### src/rtl/mult_16_seq.sv
// mult_16_seq: 16x16 unsigned sequential shift-add multiplier.
// One shift-add step per RUN cycle, fixed 16-cycle latency, registered
// busy/done flags and a product register that only moves on completion.
module mult_16_seq (
  input  logic        clk,
  input  logic        rst,
  input  logic        start,
  input  logic [15:0] a,
  input  logic [15:0] b,
  output logic        busy,
  output logic        done,
  output logic [31:0] p
);

  typedef enum logic [1:0] {
    IDLE = 2'd0,
    RUN  = 2'd1,
    DONE = 2'd2
  } state_t;

  state_t      state_q, state_d;
  logic [15:0] mc_q, mc_d;
  logic [31:0] acc_q, acc_d;
  logic [31:0] p_q, p_d;
  logic [3:0]  cnt_q, cnt_d;
  logic        busy_q, busy_d;
  logic        done_q, done_d;
  logic [16:0] sum;

  // Next-state logic: accept in IDLE/DONE, one shift-add step per RUN cycle.
  always_comb begin
    state_d = state_q;
    mc_d    = mc_q;
    acc_d   = acc_q;
    p_d     = p_q;
    cnt_d   = cnt_q;
    // 17-bit sum keeps the carry-out so it lands in acc[31] after the shift.
    sum     = {1'b0, acc_q[31:16]} + (acc_q[0] ? {1'b0, mc_q} : 17'd0);
    case (state_q)
      IDLE, DONE: begin
        if (start) begin
          mc_d    = a;
          acc_d   = {16'h0000, b};
          cnt_d   = 4'd0;
          state_d = RUN;
        end else begin
          state_d = IDLE;
        end
      end
      RUN: begin
        acc_d = {sum, acc_q[15:1]};
        cnt_d = cnt_q + 4'd1;
        if (cnt_q == 4'd15) begin
          state_d = DONE;
          p_d     = {sum, acc_q[15:1]};
        end
      end
      default: state_d = IDLE;
    endcase
    busy_d = (state_d == RUN);
    done_d = (state_d == DONE);
  end

  // State and datapath registers; reset aborts any operation in flight.
  always_ff @(posedge clk or posedge rst) begin
    if (rst) begin
      state_q <= IDLE;
      mc_q    <= 16'h0000;
      acc_q   <= 32'h0000_0000;
      p_q     <= 32'h0000_0000;
      cnt_q   <= 4'd0;
      busy_q  <= 1'b0;
      done_q  <= 1'b0;
    end else begin
      state_q <= state_d;
      mc_q    <= mc_d;
      acc_q   <= acc_d;
      p_q     <= p_d;
      cnt_q   <= cnt_d;
      busy_q  <= busy_d;
      done_q  <= done_d;
    end
  end

  assign busy = busy_q;
  assign done = done_q;
  assign p    = p_q;

endmodule

### config.mk
export PLATFORM = sky130hd
export DESIGN_NAME = mult_16_seq
export DESIGN_NICKNAME = d
export VERILOG_FILES = /design/src/rtl/mult_16_seq.sv
export SDC_FILE = /design/constraint.sdc
export NUM_CORES = 1
export LEC_CHECK = 0
export CAP_MARGIN = 25
export CORE_MARGIN = 3
export CORE_UTILIZATION = 50
export DETAILED_ROUTE_END_ITERATION = 12
export PLACE_DENSITY = 0.78
export SYNTH_ARGS = -nofsm -noshare
export SYNTH_HDL_FRONTEND = slang
export SYNTH_SLANG_ARGS = --single-unit
### constraint.sdc
create_clock -name clk -period 3.5 [get_ports clk]
set_input_delay 0.525 -clock clk [delete_from_list [all_inputs] [get_ports clk]]
set_output_delay 0.525 -clock clk [all_outputs]
set_load 0.05 [all_outputs]
==> flow_summary.ini <==
[logic_synthesis]
synthesis.nets = 524
synth.yosys.seq_area_share = 0.507
yosysTopAreaCellShare = 0.507
netlist_instances = 471
syn_area_mm2 = 0.00434
synthDistinctLibCells = 47
async_flop_share = 1.00
ys_top_cells_by_area = dfrtp_1, nand2_1, ha_1, a22oi_1, and2_1
ys_ff_latch = 88
yosysWarnings = 0
synth_ff_type = dfrtp_1
yosys.area.top_type = dfrtp_1
synth_edf_count = 0
avgSynthCellArea_um2 = 9.22

[timing]
fin_crit_sh = 0.858
tns_ns = 0
max_freq_mhz = 333
finalSetupViolCount = 0
fin_skew_ns = 0.00996
rsz0062_at_grt = false
min_period_ns = 3.00
hold_ws_ns = 0.480
max-slew-margin-rel = 0.413
maxSlewViolCount = 0
worst_slew_pin_slew_ns = 0.881
hold_viol = 0

[setup_path]
r2r_slack_ns = 0.50
cp.required_ns = 3.75
worstPathArrival_ns = 3.25
cpLargestDelayFamily = simple AND/OR/NAND/NOR gates
critPathLaunch = acc_q[0]$_DFFE_PP0P_
path_cells = and2_1, ha_1, fa_1, a211oi_2, o211ai_1, and3_2, or3_1, a32o_2
worstPathMaxFanout = 17
crit_slowest_cell = dfrtp_1
crit_type = flop to flop
critPathBufInv = 0
r2r-start = acc_q[0]$_DFFE_PP0P_
worstSetupStartpointType = flop
worst_setup_path_end_kind = flop
critical-path-max-stage-delay_ns = 0.57

[pwr]
leakagePower_nw = 2.49
peakVddDrop_mv = 0.566
comb_power_share = 0.539
clock_power_share = 0.132
p_seq_frac = 0.329
power.density_mw_per_mm2 = 1040
switching_share = 0.461
internal_power_mw = 2.97
p_sw_mw = 2.54

[cts]
clk_latency_ns = 0.36
tritoncts = yes
root_buffer = clkbuf_8
cts.sinks = 88
post_cts_buffers = 0
clkTransAtPathRegs_ns = 0.09
cts_buffer_depth = 2
cts_buffers = 9
postCtsHoldBufs = 0
cts.repair.resized = 0
h-tree-depth = 3

[placed_design]
hpwl_um = 7110
dpl-instance-area_mm2 = 0.00509
dp_cells = 621
place.gp.congestion = 0.859
portBuffers = 68

[hold_path]
hold_class = flop to flop
holdCritStartpoint = p[19]$_DFFE_PP0P_

[run_status]
status = finished clean

[layout]
nNetsFinal = 580
n_fill_cell = 691
mostFrequentLayoutCells = nand2_1, dfrtp_1, clkdlybuf4s50_1, o21ai_0, and2_1
final_cells = 637
multi_input_area_mm2 = 0.00200
regArea_mm2 = 0.00220
synthToLayoutAreaGrowth_pct = 22.1
diodes = 0
final_common_cell = nand2_1
drive_gt1_frac = 0.0752
final_cell_area_mm2 = 0.00530

[floorplanning]
initial_core_util = 0.520
dieHeight_um = 99.2
pin_count = 69
core_mm2 = 0.00834
die_area_mm2 = 0.00983
die_w_um = 99.2
rows = 33

[grt]
grtUsageTotal = 0.217
grt_pass1_vias = 3610
grt.overflow.total = 0
grt_pass1_wl_um = 17400
antenna_found_initial = 0
grt_max_degree = 46

[detailed_routing]
drt-total-wl_um = 10300
wl_per_cell_um = 16.2
num_vias = 3563
drc_errors = 0
antenna_left = 0
dr.pass1.iters = 5
drt_iter0_markers = 184
viasPerCell = 5.59

[job]
maxCapViolCount = 0
[per-stage QoR]
stage               worst slack [ns]  power (mW)  utilization
global route                   0.342        5.89        0.635
global placement               0.620        4.71        0.611
CTS                            0.504        5.53        0.635
finish                         0.496        5.51        0.635
floorplan                      0.696        3.95            -
detailed placement             0.539        4.79        0.611
[final timing paths]
check / to / depth (start not counted)
max: acc_q[29]$_DFFE_PP0P_ / 8
max in group asynchronous: cnt_q[2]$_DFFE_PP0P_ / 3
min: p[19]$_DFFE_PP0P_ / 2
min reg2reg: p[19]$_DFFE_PP0P_ / 2
max reg2reg: acc_q[29]$_DFFE_PP0P_ / 8
min in group asynchronous: p[2]$_DFFE_PP0P_ / 2
[kinds of logic (layout without fill, tap and decap cells)]
kind of cell / count (synthesis) / count (layout) / synth area share
compound gates: 98 / 98 / 0.161
xor+xnor: 10 / 10 / 0.0202
fa+ha+maj: 18 / 18 / 0.0536
buf+inv: 36 / 97 / 0.0346
flops: 88 / 88 / 0.507
mux: 5 / 5 / 0.0130
simple gates: 216 / 216 / 0.210
[power by group through the flow]
stage	Clock [mW]	Combinational [mW]	Sequential, mW
after CTS	0.745	2.98	1.81
after global routing	0.785	3.24	1.87
after global placement	0	2.90	1.81
after floorplan	0	1.62	2.32
after detailed placement	0	2.96	1.82
final	0.726	2.97	1.81
[sequential cells by signal, summed over array words and instances, names as in the netlist]
register	cells
p	32
state_q	2
mc_q	16
cnt_q	4
busy	1
acc_q	32
done	1
[area by class of cell]
cell class | count | share of cell area
Clock buffer | 10 | 0.0241
Sequential cell | 88 | 0.416
Tap cell | 105 | 0.0248
Clock inverter | 6 | 0.0142
Inverter | 7 | 0.00520
Multi-Input combinational cell | 347 | 0.377
Timing Repair Buffer | 74 | 0.139
[worst register-to-register path, stage by stage, from the launching register on]
cell,delay (ns)
dfrtp_1,0.57
and2_1,0.23
ha_1,0.23
fa_1,0.45
a211oi_2,0.30
o211ai_1,0.22
and3_2,0.26
or3_1,0.36
a32o_2,0.28
[layer usage]
metal | track usage | wire length, um | vias up | part of all wire
met1 | 0.300 | 4710 | 1747 | 0.46
li1 | - | - | 1719 | -
met2 | 0.351 | 5100 | 88 | 0.49
met4 | 0.0756 | 130 | 0 | 0.013
met5 | 0 | 0 | - | 0
met3 | 0.0316 | 401 | 9 | 0.039
[cell usage after synthesis, types with 3 or more instances]
library cell and instances:
a22o_1 9, a21o_1 4, nor2_1 7, mux2_2 5, a211o_1 5, dfrtp_1 88
nand4_1 8, and2_1 18, nor3_1 3, clkbuf_1 22, ha_1 17, buf_2 6
nand2_1 163, o211ai_1 4, o21ai_0 21, a21oi_2 3, a21oi_1 11, nand3_1 8
o21a_1 3, inv_1 7, xnor2_1 8, a22oi_1 16
(Power assumes the default switching activity.)
